===== config.mk =====
export PLATFORM = sky130hd
export DESIGN_NAME = fpu_result_fifo
export DESIGN_NICKNAME = d
export VERILOG_FILES = /design/src/rtl/fpu_pkg.sv /design/src/rtl/fpu_unit_encode.sv /design/src/rtl/fpu_result_fifo.sv
export SDC_FILE = /design/constraint.sdc
export NUM_CORES = 1
export LEC_CHECK = 0
export ABC_AREA = 1
export BUFFER_PORTS_ARGS = -buffer_cell sky130_fd_sc_hd__buf_2
export CELL_PAD_IN_SITES_DETAIL_PLACEMENT = 1
export CELL_PAD_IN_SITES_GLOBAL_PLACEMENT = 1
export CORE_MARGIN = 4
export CORE_UTILIZATION = 30
export DETAILED_ROUTE_END_ITERATION = 8
export GPL_TIMING_DRIVEN = 0
export MAX_ROUTING_LAYER = met4
export PLACE_DENSITY_LB_ADDON = 0.1
export RECOVER_POWER = 25
export REMOVE_ABC_BUFFERS = 1
export SYNTH_ARGS = -nofsm -noshare
export SYNTH_HDL_FRONTEND = slang
export SYNTH_HIERARCHICAL = 1
export SYNTH_SLANG_ARGS = --single-unit

===== constraint.sdc =====
create_clock -name clk -period 8.85 [get_ports clk]
set_input_delay 0.4425 -clock clk [delete_from_list [all_inputs] [get_ports clk]]
set_output_delay 0.4425 -clock clk [all_outputs]
set_load 0.02 [all_outputs]

===== src/rtl/fpu_pkg.sv =====
`default_nettype none
// ============================================================================
// Module      : fpu_pkg
// Description : Shared types and constants for the FPU result capture path.
//               Unit index constants follow the bit order of the one-hot
//               unit-valid vector {sqrt,div,fma,mul,addsub,f2i,i2f,minmax,
//               cmp,sinj,fclass}, i.e. fclass is bit 0 and sqrt is bit 10.
// Ports       : none (package)
// Revision    : 1.0 - initial release
// ============================================================================
package fpu_pkg;

  localparam int FPU_UNIT_W = 11;
  localparam int EXC_W      = 5;

  localparam logic [3:0] UNIT_FCLASS = 4'd0;
  localparam logic [3:0] UNIT_SINJ   = 4'd1;
  localparam logic [3:0] UNIT_CMP    = 4'd2;
  localparam logic [3:0] UNIT_MINMAX = 4'd3;
  localparam logic [3:0] UNIT_I2F    = 4'd4;
  localparam logic [3:0] UNIT_F2I    = 4'd5;
  localparam logic [3:0] UNIT_ADDSUB = 4'd6;
  localparam logic [3:0] UNIT_MUL    = 4'd7;
  localparam logic [3:0] UNIT_FMA    = 4'd8;
  localparam logic [3:0] UNIT_DIV    = 4'd9;
  localparam logic [3:0] UNIT_SQRT   = 4'd10;
  localparam logic [3:0] UNIT_BAD    = 4'hF;

  // One captured result, 44 bits.
  typedef struct packed {
    logic [31:0]      data;
    logic [EXC_W-1:0] exc;
    logic [3:0]       unit;
    logic [1:0]       op;
    logic             illegal;
  } fpu_res_t;

endpackage : fpu_pkg
`default_nettype wire


===== src/rtl/fpu_unit_encode.sv =====
`default_nettype none
// ============================================================================
// Module      : fpu_unit_encode
// Description : Converts the 11-bit one-hot unit-valid vector into a 4-bit
//               unit index and flags vectors that are zero or multi-hot.
// Ports       : i_onehot    [10:0] one-hot unit-valid vector
//               o_code      [3:0]  index of the set bit (meaningful only
//                                  when o_malformed is 0)
//               o_malformed        1 when zero or more than one bit is set
// Revision    : 1.0 - initial release
// ============================================================================
module fpu_unit_encode
  import fpu_pkg::*;
(
  input  logic [FPU_UNIT_W-1:0] i_onehot,
  output logic [3:0]            o_code,
  output logic                  o_malformed
);

  logic [3:0] w_idx;
  logic [3:0] w_hits;

  // Scan all bits, remembering the last set index and how many were set.
  always_comb begin
    w_idx  = 4'd0;
    w_hits = 4'd0;
    for (int i = 0; i < FPU_UNIT_W; i++) begin
      if (i_onehot[i]) begin
        w_idx  = 4'(i);
        w_hits = w_hits + 4'd1;
      end
    end
  end

  assign o_malformed = (w_hits != 4'd1);
  assign o_code      = w_idx;

endmodule : fpu_unit_encode
`default_nettype wire


===== src/rtl/fpu_result_fifo.sv =====
`default_nettype none
// ============================================================================
// Module      : fpu_result_fifo
// Description : First-word-fall-through capture FIFO for completed FPU
//               results. Each result strobe is encoded into an fpu_res_t and
//               queued; a consumer drains the head with valid/ready. Results
//               arriving while full (with no same-cycle pop) are dropped and
//               counted.
// Ports       : clk, rst            clock, synchronous active-high reset
//               res_valid/res_*     result strobe and fields (push side)
//               clear               synchronous flush
//               out_valid/out_ready head handshake
//               out_*               head entry fields (0 when empty)
//               count, full         occupancy 0..DEPTH, full flag
//               overflow, drop_cnt  sticky drop flag, saturating drop count
// Revision    : 1.0 - initial release
// ============================================================================
module fpu_result_fifo
  import fpu_pkg::*;
#(
  parameter  int DEPTH = 8,
  localparam int CNT_W = $clog2(DEPTH) + 1
) (
  input  logic                  clk,
  input  logic                  rst,
  input  logic                  res_valid,
  input  logic [31:0]           res_data,
  input  logic [EXC_W-1:0]      res_exc,
  input  logic [FPU_UNIT_W-1:0] res_unit,
  input  logic [1:0]            res_op,
  input  logic                  res_illegal,
  input  logic                  clear,
  output logic                  out_valid,
  input  logic                  out_ready,
  output logic [31:0]           out_data,
  output logic [EXC_W-1:0]      out_exc,
  output logic [3:0]            out_unit,
  output logic [1:0]            out_op,
  output logic                  out_illegal,
  output logic [CNT_W-1:0]      count,
  output logic                  full,
  output logic                  overflow,
  output logic [7:0]            drop_cnt
);

  localparam int PTR_W = $clog2(DEPTH);

  localparam logic [PTR_W:0]   C_PTR_ONE  = (PTR_W+1)'(1);
  localparam logic [CNT_W-1:0] C_CNT_ONE  = CNT_W'(1);
  localparam logic [CNT_W-1:0] C_CNT_FULL = CNT_W'(DEPTH);

  // --------------------------------------------------------------------------
  // State
  // --------------------------------------------------------------------------
  // Pointers carry one wrap bit above the index; occupancy comes from count.
  logic [PTR_W:0]   wr_ptr_q, wr_ptr_d;
  logic [PTR_W:0]   rd_ptr_q, rd_ptr_d;
  logic [CNT_W-1:0] count_q,  count_d;
  logic             overflow_q, overflow_d;
  logic [7:0]       drop_cnt_q, drop_cnt_d;

  fpu_res_t         mem_q [DEPTH];

  // --------------------------------------------------------------------------
  // Push-side entry encode
  // --------------------------------------------------------------------------
  logic [3:0] w_code;
  logic       w_malformed;
  fpu_res_t   w_entry;

  fpu_unit_encode u_unit_encode (
    .i_onehot    (res_unit),
    .o_code      (w_code),
    .o_malformed (w_malformed)
  );

  // Illegal ops carry no meaningful payload, so data and flags are zeroed;
  // unit and op are kept so software can still see what was attempted.
  always_comb begin
    w_entry.data    = res_illegal ? 32'd0 : res_data;
    w_entry.exc     = res_illegal ? '0    : res_exc;
    w_entry.unit    = w_malformed ? UNIT_BAD : w_code;
    w_entry.op      = res_op;
    w_entry.illegal = res_illegal;
  end

  // --------------------------------------------------------------------------
  // Handshake decode
  // --------------------------------------------------------------------------
  logic w_empty;
  logic w_full;
  logic w_pop;
  logic w_push;
  logic w_drop;

  assign w_empty = (count_q == '0);
  assign w_full  = (count_q == C_CNT_FULL);
  assign w_pop   = !w_empty && out_ready;
  // A pop in the same edge frees the slot, so a full FIFO can still accept.
  assign w_push  = res_valid && (!w_full || w_pop);
  assign w_drop  = res_valid && w_full && !w_pop;

  // --------------------------------------------------------------------------
  // Next-state
  // --------------------------------------------------------------------------
  always_comb begin
    wr_ptr_d   = wr_ptr_q;
    rd_ptr_d   = rd_ptr_q;
    count_d    = count_q;
    overflow_d = overflow_q;
    drop_cnt_d = drop_cnt_q;

    if (clear) begin
      wr_ptr_d   = '0;
      rd_ptr_d   = '0;
      count_d    = '0;
      overflow_d = 1'b0;
      drop_cnt_d = 8'd0;
    end else begin
      if (w_push) begin
        wr_ptr_d = wr_ptr_q + C_PTR_ONE;
      end
      if (w_pop) begin
        rd_ptr_d = rd_ptr_q + C_PTR_ONE;
      end
      case ({w_push, w_pop})
        2'b10:   count_d = count_q + C_CNT_ONE;
        2'b01:   count_d = count_q - C_CNT_ONE;
        default: count_d = count_q;
      endcase
      if (w_drop) begin
        overflow_d = 1'b1;
        if (drop_cnt_q != 8'hFF) begin
          drop_cnt_d = drop_cnt_q + 8'd1;
        end
      end
    end
  end

  always_ff @(posedge clk) begin
    if (rst) begin
      wr_ptr_q   <= '0;
      rd_ptr_q   <= '0;
      count_q    <= '0;
      overflow_q <= 1'b0;
      drop_cnt_q <= 8'd0;
    end else begin
      wr_ptr_q   <= wr_ptr_d;
      rd_ptr_q   <= rd_ptr_d;
      count_q    <= count_d;
      overflow_q <= overflow_d;
      drop_cnt_q <= drop_cnt_d;
    end
  end

  // Storage has no reset; occupancy alone decides what is valid.
  always_ff @(posedge clk) begin
    if (!rst && !clear && w_push) begin
      mem_q[wr_ptr_q[PTR_W-1:0]] <= w_entry;
    end
  end

  // --------------------------------------------------------------------------
  // Outputs: head falls through from storage, forced to zero when empty
  // --------------------------------------------------------------------------
  fpu_res_t w_head;

  assign w_head = w_empty ? '0 : mem_q[rd_ptr_q[PTR_W-1:0]];

  assign out_valid   = !w_empty;
  assign out_data    = w_head.data;
  assign out_exc     = w_head.exc;
  assign out_unit    = w_head.unit;
  assign out_op      = w_head.op;
  assign out_illegal = w_head.illegal;
  assign count       = count_q;
  assign full        = w_full;
  assign overflow    = overflow_q;
  assign drop_cnt    = drop_cnt_q;

endmodule : fpu_result_fifo
`default_nettype wire


# Word level (Yosys, flattened, before mapping)
# Memory sizes are Yosys's and may differ from the RTL's. A register that Yosys moved wholly into a read port is not among the register bits.
# Cells that the tools add are included.
word_totals:
  word_cells: 72
  ff_bits: 21
  n_memories: 1
  mem_bits_rw: 352
classes:
  n_mux: 30
  reduce_logical: 16
  eq_ne: 5
  n_addsub: 15
mem_list:
  columns: ["name", "depth", "word_bits", "rd", "rd_ports_with_merged_regs", "write_ports", "line", "text"]
  rows:
  - ["mem_q", 8, 44, 1, 1, 1, "fpu_result_fifo.sv:62", "fpu_res_t mem_q [DEPTH];"]
ops:
  columns: ["op", "count"]
  rows:
  - ["4-bit 2-to-1 mux", 14]
  - ["4-bit by 1-bit adder with 4-bit output (second input constant)", 12]
  - ["44-bit 2-to-1 mux", 1]
  - ["32-bit 2-to-1 mux", 1]
  - ["3-bit 2-to-1 mux", 6]
  - ["8-bit by 1-bit adder with 8-bit output (second input constant)", 1]
  - ["8-bit inequality test (second input constant)", 1]
  - ["4-bit one-hot mux with 2 select lines", 1]
  - ["1-bit logical AND", 6]
  - ["1-bit logical NOT", 5]
  - ["5-bit 2-to-1 mux", 1]
  - ["4-bit equality test (second input constant)", 1]
  - ["4-bit logical NOT", 1]
  - ["1-bit 2-to-1 mux", 4]
  - ["2-bit 2-to-1 mux", 2]
  - ["4-bit by 1-bit inequality test with 1-bit output (second input constant)", 1]
  - ["4-bit by 1-bit subtractor with 4-bit output (second input constant)", 1]
  - ["1-bit by 1-bit adder with 2-bit output (second input constant)", 1]
  - ["2-bit by 1-bit equality test with 1-bit output (second input constant)", 1]
  - ["2-bit equality test (second input constant)", 1]
  - ["2-bit AND reduction", 1]
  - ["2-bit nonzero test", 1]
  - ["2-bit OR reduction", 1]
  - ["1-bit logical OR", 1]

# Depth between registers and ports, before layout
# Gate-level depths: netlist of the first run.
logic_depth:
  depth_word: 23
  ltp_mapped: 36

# Modules after synthesis
# Netlist of the first run, hierarchy kept.
by_module_without_submodules:
  columns: ["mod", "seq_area_each_um2", "instances", "cells_each", "area_per_inst_um2"]
  rows:
  - ["fpu_result_fifo", 11010.6, 1, 1244, 15073.2]
  - ["fpu_unit_encode", 0.0, 1, 189, 953.4]

# Least setup slack after synthesis of the first run
# OpenSTA, ideal clock, no wires.
synth_path:
  path_type: "in2reg"
  from: "input port res_unit[1]"
  to: "memory mem_q[0][6] (netlist name) (data pin)"
  required_time_ns: 8.573
  slack_ns: 2.890
  stages: 34
  n_path_buf: 0
  arrival_ns: 5.684
  setup_ns: 0.277
  cell_sequence: "inv_1 -> ha_1 -> inv_1 -> nand2_1 -> nand2_1 -> ha_1 -> nand2_1 -> nand2_1 -> ha_1 -> or2_2 -> nand2_1 -> inv_1 -> ha_1 -> nand2_1 -> nand2_1 -> ha_1 -> or2_2 -> and2_1 -> ha_1 -> nand2_1 -> nand2_1 -> ha_1 -> or2_2 -> nand2_1 -> inv_1 -> ha_1 -> nand2_1 -> nand2_1 -> ha_1 -> nor2_1 -> o21ai_1 -> nor2_1 -> nand2_1 -> or2_2"
synth_lines:
  columns: ["item", "line", "text"]
  rows:
  - ["start, declared", "fpu_result_fifo.sv:29", "input logic [FPU_UNIT_W-1:0] res_unit,"]
  - ["end, declared", "fpu_result_fifo.sv:62", null]

==> impl_metrics.env, run 1 <==
export IMPL_status="finished, violations left"
export IMPL_violations="capacitance limit, slew limit"
export IMPL_htree_levels=2
export IMPL_cts_hold_buf=0
export IMPL_multi_input_area_mm2=0.00427
export IMPL_cp_max_fo=8
export IMPL_fin_crit_ns=5.89
export IMPL_vdd_ir_drop_max_mv=0.120
export IMPL_start_util_pct=30.4
export IMPL_cts_tree="built"
export IMPL_hold_viol=0
export IMPL_drcViolationCount=0
export IMPL_dpl_hpwl_mm=25.7
export IMPL_clk_pin_slew_worst_paths_ns=0.06
export IMPL_hold_ws_ns=0.252
export IMPL_cp_num_buf_inv=5
export IMPL_power_density_mw_per_mm2=220
export IMPL_first_iter_violations=470
export IMPL_cts_resized=0
export IMPL_layout_drive_gt1_share_pct=16.2
export IMPL_antenna_found_initial=1
export IMPL_cp_common_cell="nand2_1"
export IMPL_cp_slowest_cell="or2_2"
export IMPL_total_power_w=0.00422
export IMPL_firstDrtPassIters=4
export IMPL_worst_pin_slew_ns=3.08
export IMPL_die_y_um=239
export IMPL_slowest_delay_ns=0.39
export IMPL_power_leakage_nw=7.08
export IMPL_max_cap_violations=1
export IMPL_worst_setup_path_type="primary input to flip-flop"
export IMPL_cts_buffers=45
export IMPL_finalWeightedCongestion=0.689
export IMPL_via_per_inst=4.79
export IMPL_portBuffers=114
export IMPL_grt_pass1_vias=11595
export IMPL_cts_sinks=374
export IMPL_grt_max_degree=113
export IMPL_final_max_slew_violation_count=46
export IMPL_synth_area_per_cell_um2=11.2
export IMPL_vias=10929
export IMPL_clock_path_buffers=3
export IMPL_seq_area_mm2=0.0110
export IMPL_synth_area_leaders="edfxtp_1, nor2_1, o21ai_0, dfxtp_1, nand2_1"
export IMPL_grt_remaining_overflow=0
export IMPL_worst_ep_required_time_ns=9.13
export IMPL_endpoint_kind="flip-flop"
export IMPL_wire_per_inst_um=18.9
export IMPL_synth_cell_types=34
export IMPL_drt_antenna_violating_nets=0
export IMPL_dieArea_mm2=0.0572
export IMPL_fmax_mhz=170
export IMPL_critPathLaunchType="primary input"
export IMPL_clock_latency_ns=0.57
export IMPL_syn_inst=1433
export IMPL_clock_root_buffer="clkbuf_16"
export IMPL_cp_top_family="simple AND/OR/NAND/NOR gates"
export IMPL_slew_headroom_pct=-105
export IMPL_yosysWarnings=6
export IMPL_timing_final_crit_share_pct=66.6
export IMPL_syn2layout_area_growth_pct=20.0
export IMPL_rsz0062_at_grt="no"
export IMPL_fin_nets=1625
export IMPL_ys_seq_area_share_pct=68.7
export IMPL_final_common_cell="edfxtp_1"
export IMPL_hold_path_class="primary input to flip-flop"
export IMPL_setup_violations=0
export IMPL_post_cts_setup_buffer_count=0
export IMPL_ys_seq_elements=374
export IMPL_rows=84
export IMPL_core_area_mm2=0.0528
export IMPL_synth_top_area_cell="edfxtp_1"
export IMPL_yosysTopAreaCellShare_pct=66.0
export IMPL_grt_pass1_wl_mm=66.9
export IMPL_clock_skew_ns=0.0114
export IMPL_num_io_pins=115
export IMPL_fill_cells=5783
export IMPL_grt_usage_pct=15.5
export IMPL_cp_arrival_ns=6.18
export IMPL_mostFrequentLayoutCells="edfxtp_1, nor2_1, o21ai_0"
export IMPL_fin_setup_tns_ns=0
export IMPL_finalWirelength_mm=43.1
export IMPL_syn_area_mm2=0.0160
export IMPL_die_w_um=239
-- layer usage --
| layer | vias up | wire length, um | GRT usage, % |
|---|---|---|---|
| met5 | - | 0 | - |
| met2 | 139 | 20500 | 25.1 |
| met1 | 5435 | 20400 | 20.7 |
| met4 | 0 | 726 | 3.69 |
| li1 | 5296 | - | - |
| met3 | 59 | 1480 | 2.51 |
-- cell type report --
| class | count | share of cell area, % |
|---|---|---|
| well taps | 688 | 4.48 |
| flip-flops and latches | 374 | 57.3 |
| diodes | 1 | 0.0130 |
| repair buffers | 151 | 6.13 |
| clock buffers | 56 | 6.18 |
| inverters | 102 | 2.06 |
| clock inverters | 27 | 1.59 |
| multi-input cells | 881 | 22.2 |
-- cell families after synthesis --
group / Yosys count / synth area share [%]
fa+ha+maj: 14 / 1.09
xor+xnor: 6 / 0.328
simple gates: 519 / 13.6
compound gates: 342 / 11.4
buf+inv: 178 / 4.85
flops: 374 / 68.7
-- final timing paths --
check	from	endpoint	slack (ns)	cells after the start
max	res_unit[1]	mem_q[0][6]	2.96	35
min	res_op[1]	mem_q[7][2]	0.25	1
max reg2reg	count[3]	mem_q[5][28]	5.98	9
min reg2reg	rd_ptr_q[2]	flip-flop	0.46	2
-- metrics by stage --
step	instance area [um^2]	std cells	utilization [%]	setup WS, ns
after floorplan	15600	1357	-	2.66
after global placement	17100	2159	32.3	-4.16
after global routing	19200	2280	36.4	2.44
after detailed placement	17700	2195	33.6	2.33
final	19200	2280	36.4	2.96
after CTS	19200	2278	36.5	2.91
-- sequential cells by signal (all words and copies together), names as in the netlist, named ones only --
register,flops
mem_q,352
overflow,1
rd_ptr_q,3
count,4
drop_cnt,8
wr_ptr_q,3
-- report_power, final --
group	internal (W)	switching, W	leakage (nW)	total [W]
combinational	0.000129	0.000279	2.93	0.000407
sequential	0.00195	0.0000130	3.42	0.00197
clock	0.00113	0.000718	0.721	0.00185
total	0.00321	0.00101	7.08	0.00422
-- Yosys cell counts, drive strengths merged --
library cell / instances
a21oi: 16
a31oi: 45
and2: 1
buf: 33
clkbuf: 43
clkinv: 3
dfxtp: 22
edfxtp: 352
ha: 14
inv: 99
nand2: 113
nand3: 47
nand4: 4
nor2: 338
nor3: 7
nor4: 1
o211ai: 1
o21a: 1
o21ai: 234
o22ai: 44
o31ai: 1
or2: 8
xnor2: 3
xor2: 3
Note: power is estimated with default switching activity, not from simulation.
==> inputs of run 2 (changes only) <==
clock period = 5.32 ns   (was 8.85 ns; I/O delays follow)
==> impl_metrics.env, run 2 (synthesized netlist as in run 1, its figures left out) <==
export IMPL_status="finished, violations left"
export IMPL_violations="capacitance limit, slew limit"
export IMPL_grt_usage_pct=15.6
export IMPL_dieArea_mm2=0.0572
export IMPL_cts_buffers=45
export IMPL_num_io_pins=115
export IMPL_fill_cells=5769
export IMPL_die_y_um=239
export IMPL_portBuffers=114
export IMPL_first_iter_violations=487
export IMPL_largest_register_ff_count=352
export IMPL_fin_nets=1645
export IMPL_finalWeightedCongestion=0.689
export IMPL_wire_per_inst_um=18.8
export IMPL_start_util_pct=30.4
export IMPL_endpoint="mem_q[0][6]"
export IMPL_finalWirelength_mm=43.3
export IMPL_setup_violations=0
export IMPL_endpoint_kind="flip-flop"
export IMPL_rsz0062_at_grt="no"
export IMPL_cts_tree="built"
export IMPL_clock_latency_ns=0.57
export IMPL_crit_start="res_unit[0]"
export IMPL_core_area_mm2=0.0528
export IMPL_cp_arrival_ns=5.32
export IMPL_firstDrtPassIters=4
export IMPL_cts_sinks=374
export IMPL_hold_path_class="primary input to flip-flop"
export IMPL_slowest_delay_ns=0.29
export IMPL_hold_viol=0
export IMPL_clock_path_buffers=3
export IMPL_via_per_inst=4.78
export IMPL_critPathLaunchType="primary input"
export IMPL_worst_ep_required_time_ns=5.62
export IMPL_grt_pass1_wl_mm=67.4
export IMPL_max_cap_violations=1
export IMPL_grt_pass1_vias=11713
export IMPL_setup_slack_ns=0.300
export IMPL_final_core_util_pct=37.0
export IMPL_final_common_cell="edfxtp_1"
export IMPL_clk_pin_slew_worst_paths_ns=0.06
export IMPL_worstReg2RegStart="count[3]"
export IMPL_cp_common_cell="buf_4"
export IMPL_r2r_slack_ns=2.45
export IMPL_htree_levels=2
export IMPL_worst_pin_slew_ns=3.06
export IMPL_fin_crit_ns=5.02
export IMPL_clock_skew_ns=0.0112
export IMPL_rows=84
export IMPL_grt_max_degree=113
export IMPL_final_max_slew_violation_count=46
export IMPL_fin_setup_tns_ns=0
export IMPL_vdd_ir_drop_max_mv=0.200
export IMPL_fin_area_mm2=0.0195
export IMPL_fmax_mhz=199
export IMPL_power_leakage_nw=7.19
export IMPL_pre_cts_slack_ns=-1.02
export IMPL_cp_max_fo=8
export IMPL_grt_remaining_overflow=0
export IMPL_ff2ff_path_depth=9
export IMPL_power_density_mw_per_mm2=364
export IMPL_vias=10984
export IMPL_mostFrequentLayoutCells="edfxtp_1, nor2_1, o21ai_0"
export IMPL_worst_setup_path_type="primary input to flip-flop"
export IMPL_timing_final_crit_share_pct=94.4
export IMPL_drt_antenna_violating_nets=0
export IMPL_drcViolationCount=0
export IMPL_layout_drive_gt1_share_pct=18.6
export IMPL_dpl_cell_area_mm2=0.0177
export IMPL_cp_slowest_cell="or2_4"
export IMPL_slew_headroom_pct=-104
export IMPL_clock_root_buffer="clkbuf_16"
export IMPL_dpl_hpwl_mm=25.7
export IMPL_syn2layout_area_growth_pct=21.8
export IMPL_die_w_um=239
export IMPL_antenna_found_initial=1
export IMPL_r2r_end="mem_q[5][28]"
==> run 2: worst min path at each step <==
stage                     cells past startpoint  slack (ns)           end          from
after floorplan                               0        0.36   mem_q[0][0]   res_illegal
after global placement                        2        0.45   rd_ptr_q[2]   rd_ptr_q[2]
after detailed placement                      1        0.46      overflow      overflow
after CTS                                     3        0.07  mem_q[5][23]  res_data[11]
after global routing                          3        0.11  mem_q[4][24]  res_data[12]
final                                         4         0.1   drop_cnt[2]         clear
==> run 2: report_power, final <==
part	total (W)	leakage (nW)	switching, W	internal [W]
Clock	0.00308	0.721	0.00120	0.00188
Sequential	0.00327	3.42	0.0000218	0.00325
Combinational	0.000762	3.05	0.000492	0.000270
==> run 2: cell type report <==
cell class / instances / area, um^2 / area share (%)
Multi-Input combinational cell: 881 / 4420 / 22.6
Inverter: 102 / 397 / 2.03
Timing Repair Buffer: 171 / 1330 / 6.82
Clock inverter: 27 / 307 / 1.57
Sequential cell: 374 / 11000 / 56.4
Tap cell: 688 / 861 / 4.41
Clock buffer: 56 / 1190 / 6.09
Antenna cell: 1 / 2.50 / 0.0128
==> run 2: per-stage QoR <==
step	power, W	hold slack [ns]	std cells
global route	0.00745	0.111	2300
detailed placement	0.00403	0.461	2195
floorplan	0.00376	0.365	1357
finish	0.00711	0.0981	2300
CTS	0.00721	0.0746	2298
global placement	0.00402	0.451	2159
==> run 2: critical path: cells and delay by family <==
kind	cells	cell delay [ns]
buf+inv	21	2.04
xor+xnor	1	0.10
simple gates	17	1.50
fa+ha+maj	6	1.39
==> run 2: metal layers <==
metal	track usage, %	vias to the layer above	part of all wire [%]
li1	-	5339	-
met1	20.8	5444	47
met2	25.3	142	48
met3	2.51	59	3.6
met4	3.69	0	1.7
met5	-	-	0
==> run 2: what timing repair did <==
action                                 4_1_cts  5_1_grt
resized for setup                           13       21
setup endpoints to repair                   32       32
pin swaps                                   15       12
hold buffers                                 2        0
buffers inserted                            18        0
endpoints found under the hold margin       16        0
==> inputs of run 3 (changes only) <==
RECOVER_POWER = not set   (was 25)
==> impl_metrics.env, run 3 (synthesized netlist as in run 1, its figures left out) <==
export IMPL_layout_drive_gt1_share_pct=19.4
export IMPL_largest_register_ff_count=352
export IMPL_vias=10997
export IMPL_cp_arrival_ns=5.32
export IMPL_via_per_inst=4.78
export IMPL_rows=84
export IMPL_status="complete, no violations"
export IMPL_fill_cells=5763
export IMPL_critPathLaunchType="primary input"
export IMPL_antenna_found_initial=1
export IMPL_firstDrtPassIters=4
export IMPL_r2r_slack_ns=2.50
export IMPL_cp_common_cell="buf_4"
export IMPL_cts_sinks=374
export IMPL_timing_final_crit_share_pct=94.4
export IMPL_clock_skew_ns=0.0112
export IMPL_final_common_cell="edfxtp_1"
export IMPL_hold_ws_ns=0.0981
export IMPL_grt_remaining_overflow=0
export IMPL_dieArea_mm2=0.0572
export IMPL_finalWeightedCongestion=0.689
export IMPL_clock_latency_ns=0.57
export IMPL_worst_pin_slew_ns=1.29
export IMPL_ff2ff_path_depth=8
export IMPL_p_comb_share_pct=10.7
export IMPL_setup_slack_ns=0.300
export IMPL_wire_per_inst_um=18.8
export IMPL_grt_pass1_wl_mm=67.4
export IMPL_p_clk_share_pct=43.3
export IMPL_syn2layout_area_growth_pct=22.0
export IMPL_portBuffers=114
export IMPL_power_density_mw_per_mm2=364
export IMPL_sw_frac_of_total_pct=24.0
export IMPL_start_util_pct=30.4
export IMPL_final_max_slew_violation_count=0
export IMPL_hold_path_class="primary input to flip-flop"
export IMPL_mostFrequentLayoutCells="edfxtp_1, nor2_1, o21ai_0"
export IMPL_endpoint_kind="flip-flop"
export IMPL_clock_path_buffers=3
export IMPL_grt_pass1_vias=11713
export IMPL_cts_tree="built"
export IMPL_die_y_um=239
export IMPL_max_cap_violations=0
export IMPL_pwr_share_seq_pct=46.0
export IMPL_grt_max_degree=113
export IMPL_pre_cts_slack_ns=-1.02
export IMPL_rsz0062_at_grt="no"
export IMPL_slew_headroom_pct=14.3
export IMPL_drcViolationCount=0
export IMPL_cp_slowest_cell="or2_4"
export IMPL_endpoint="mem_q[0][6]"
export IMPL_fin_nets=1645
export IMPL_final_core_util_pct=37.1
export IMPL_grt_usage_pct=15.6
export IMPL_placed_cells=2195
export IMPL_stdcell_count=2300
export IMPL_slowest_delay_ns=0.29
export IMPL_worst_setup_path_type="primary input to flip-flop"
export IMPL_cp_max_fo=8
export IMPL_drt_antenna_violating_nets=0
export IMPL_internal_power_w=0.00540
export IMPL_cts_buffers=45
export IMPL_vdd_ir_drop_max_mv=0.199
export IMPL_hold_viol=0
export IMPL_die_w_um=239
export IMPL_hp_start="clear"
export IMPL_clk_pin_slew_worst_paths_ns=0.06
export IMPL_setup_violations=0
export IMPL_dpl_hpwl_mm=25.7
export IMPL_clock_root_buffer="clkbuf_16"
export IMPL_htree_levels=2
export IMPL_r2r_end="mem_q[5][28]"
export IMPL_finalWirelength_mm=43.3
export IMPL_worst_ep_required_time_ns=5.62
export IMPL_p_switching_w=0.00171
export IMPL_core_area_mm2=0.0528
export IMPL_fin_area_mm2=0.0196
export IMPL_dpl_cell_area_mm2=0.0177
export IMPL_first_iter_violations=486
export IMPL_fin_crit_ns=5.02
export IMPL_num_io_pins=115
export IMPL_crit_start="res_unit[0]"
export IMPL_fmax_mhz=199
export IMPL_power_leakage_nw=7.24
export IMPL_worstReg2RegStart="count[0]"
run 3: cell types whose count changed in the layout (fill, tap and decap cells not counted):
cell / previous run / this run
nor4_1: 1 / 0
nor4_4: 0 / 1
clkbuf_1: 22 / 10
buf_2: 102 / 114
run 3: layer usage:
| metal | routed length [um] | up-vias | global-route usage [%] | share of wire [%] |
|---|---|---|---|---|
| met1 | 20200 | 5449 | 20.8 | 47 |
| li1 | - | 5340 | - | - |
| met2 | 20700 | 149 | 25.3 | 48 |
| met5 | 0 | - | - | 0 |
| met4 | 727 | 0 | 3.69 | 1.7 |
| met3 | 1620 | 59 | 2.51 | 3.7 |
run 3: worst min-delay path by stage:
stage                     slack [ns]  cells after the start           end
after floorplan                 0.36                      0   mem_q[0][0]
after global placement          0.45                      2   rd_ptr_q[2]
after detailed placement        0.46                      1      overflow
final                            0.1                      4   drop_cnt[2]
after global routing            0.11                      3  mem_q[4][24]
after CTS                       0.07                      3  mem_q[5][23]
run 3: worst max-delay path, delay by kind of cell:
family / cells / cell delay, ns
simple gates: 17 / 1.50
buf+inv: 21 / 2.04
xor+xnor: 1 / 0.10
fa+ha+maj: 6 / 1.39
run 3: layout make-up:
| type | instances | area [um^2] | area share [%] |
|---|---|---|---|
| Antenna cell | 1 | 2.50 | 0.0128 |
| Clock buffer | 56 | 1190 | 6.08 |
| Clock inverter | 27 | 307 | 1.57 |
| Inverter | 102 | 397 | 2.03 |
| Multi-Input combinational cell | 881 | 4440 | 22.7 |
| Sequential cell | 374 | 11000 | 56.3 |
| Tap cell | 688 | 861 | 4.40 |
| Timing Repair Buffer | 171 | 1350 | 6.89 |
run 3: metrics by stage:
step	TNS, ns	power (W)
floorplan	-45.09	0.00376
global placement	-1079.65	0.00402
detailed placement	-32.57	0.00403
CTS	0	0.00721
global route	0	0.00745
finish	0	0.00711
run 3: power by group through the flow:
stage               Clock [W]  Combinational [W]  Sequential [W]
floorplan                   0           0.000419         0.00334
global placement            0           0.000662         0.00336
detailed placement          0           0.000694         0.00334
CTS                   0.00319           0.000746         0.00327
global route          0.00331           0.000866         0.00327
finish                0.00308           0.000763         0.00327
run 3: what timing repair did:
action                                 4_1_cts  5_1_grt
hold buffers                                 2        0
pin swaps                                   15       12
gates resized for setup                     13       21
setup buffers                               18        0
endpoints found under the hold margin       16        0
setup endpoints to repair                   32       32
cloned                                       0        0
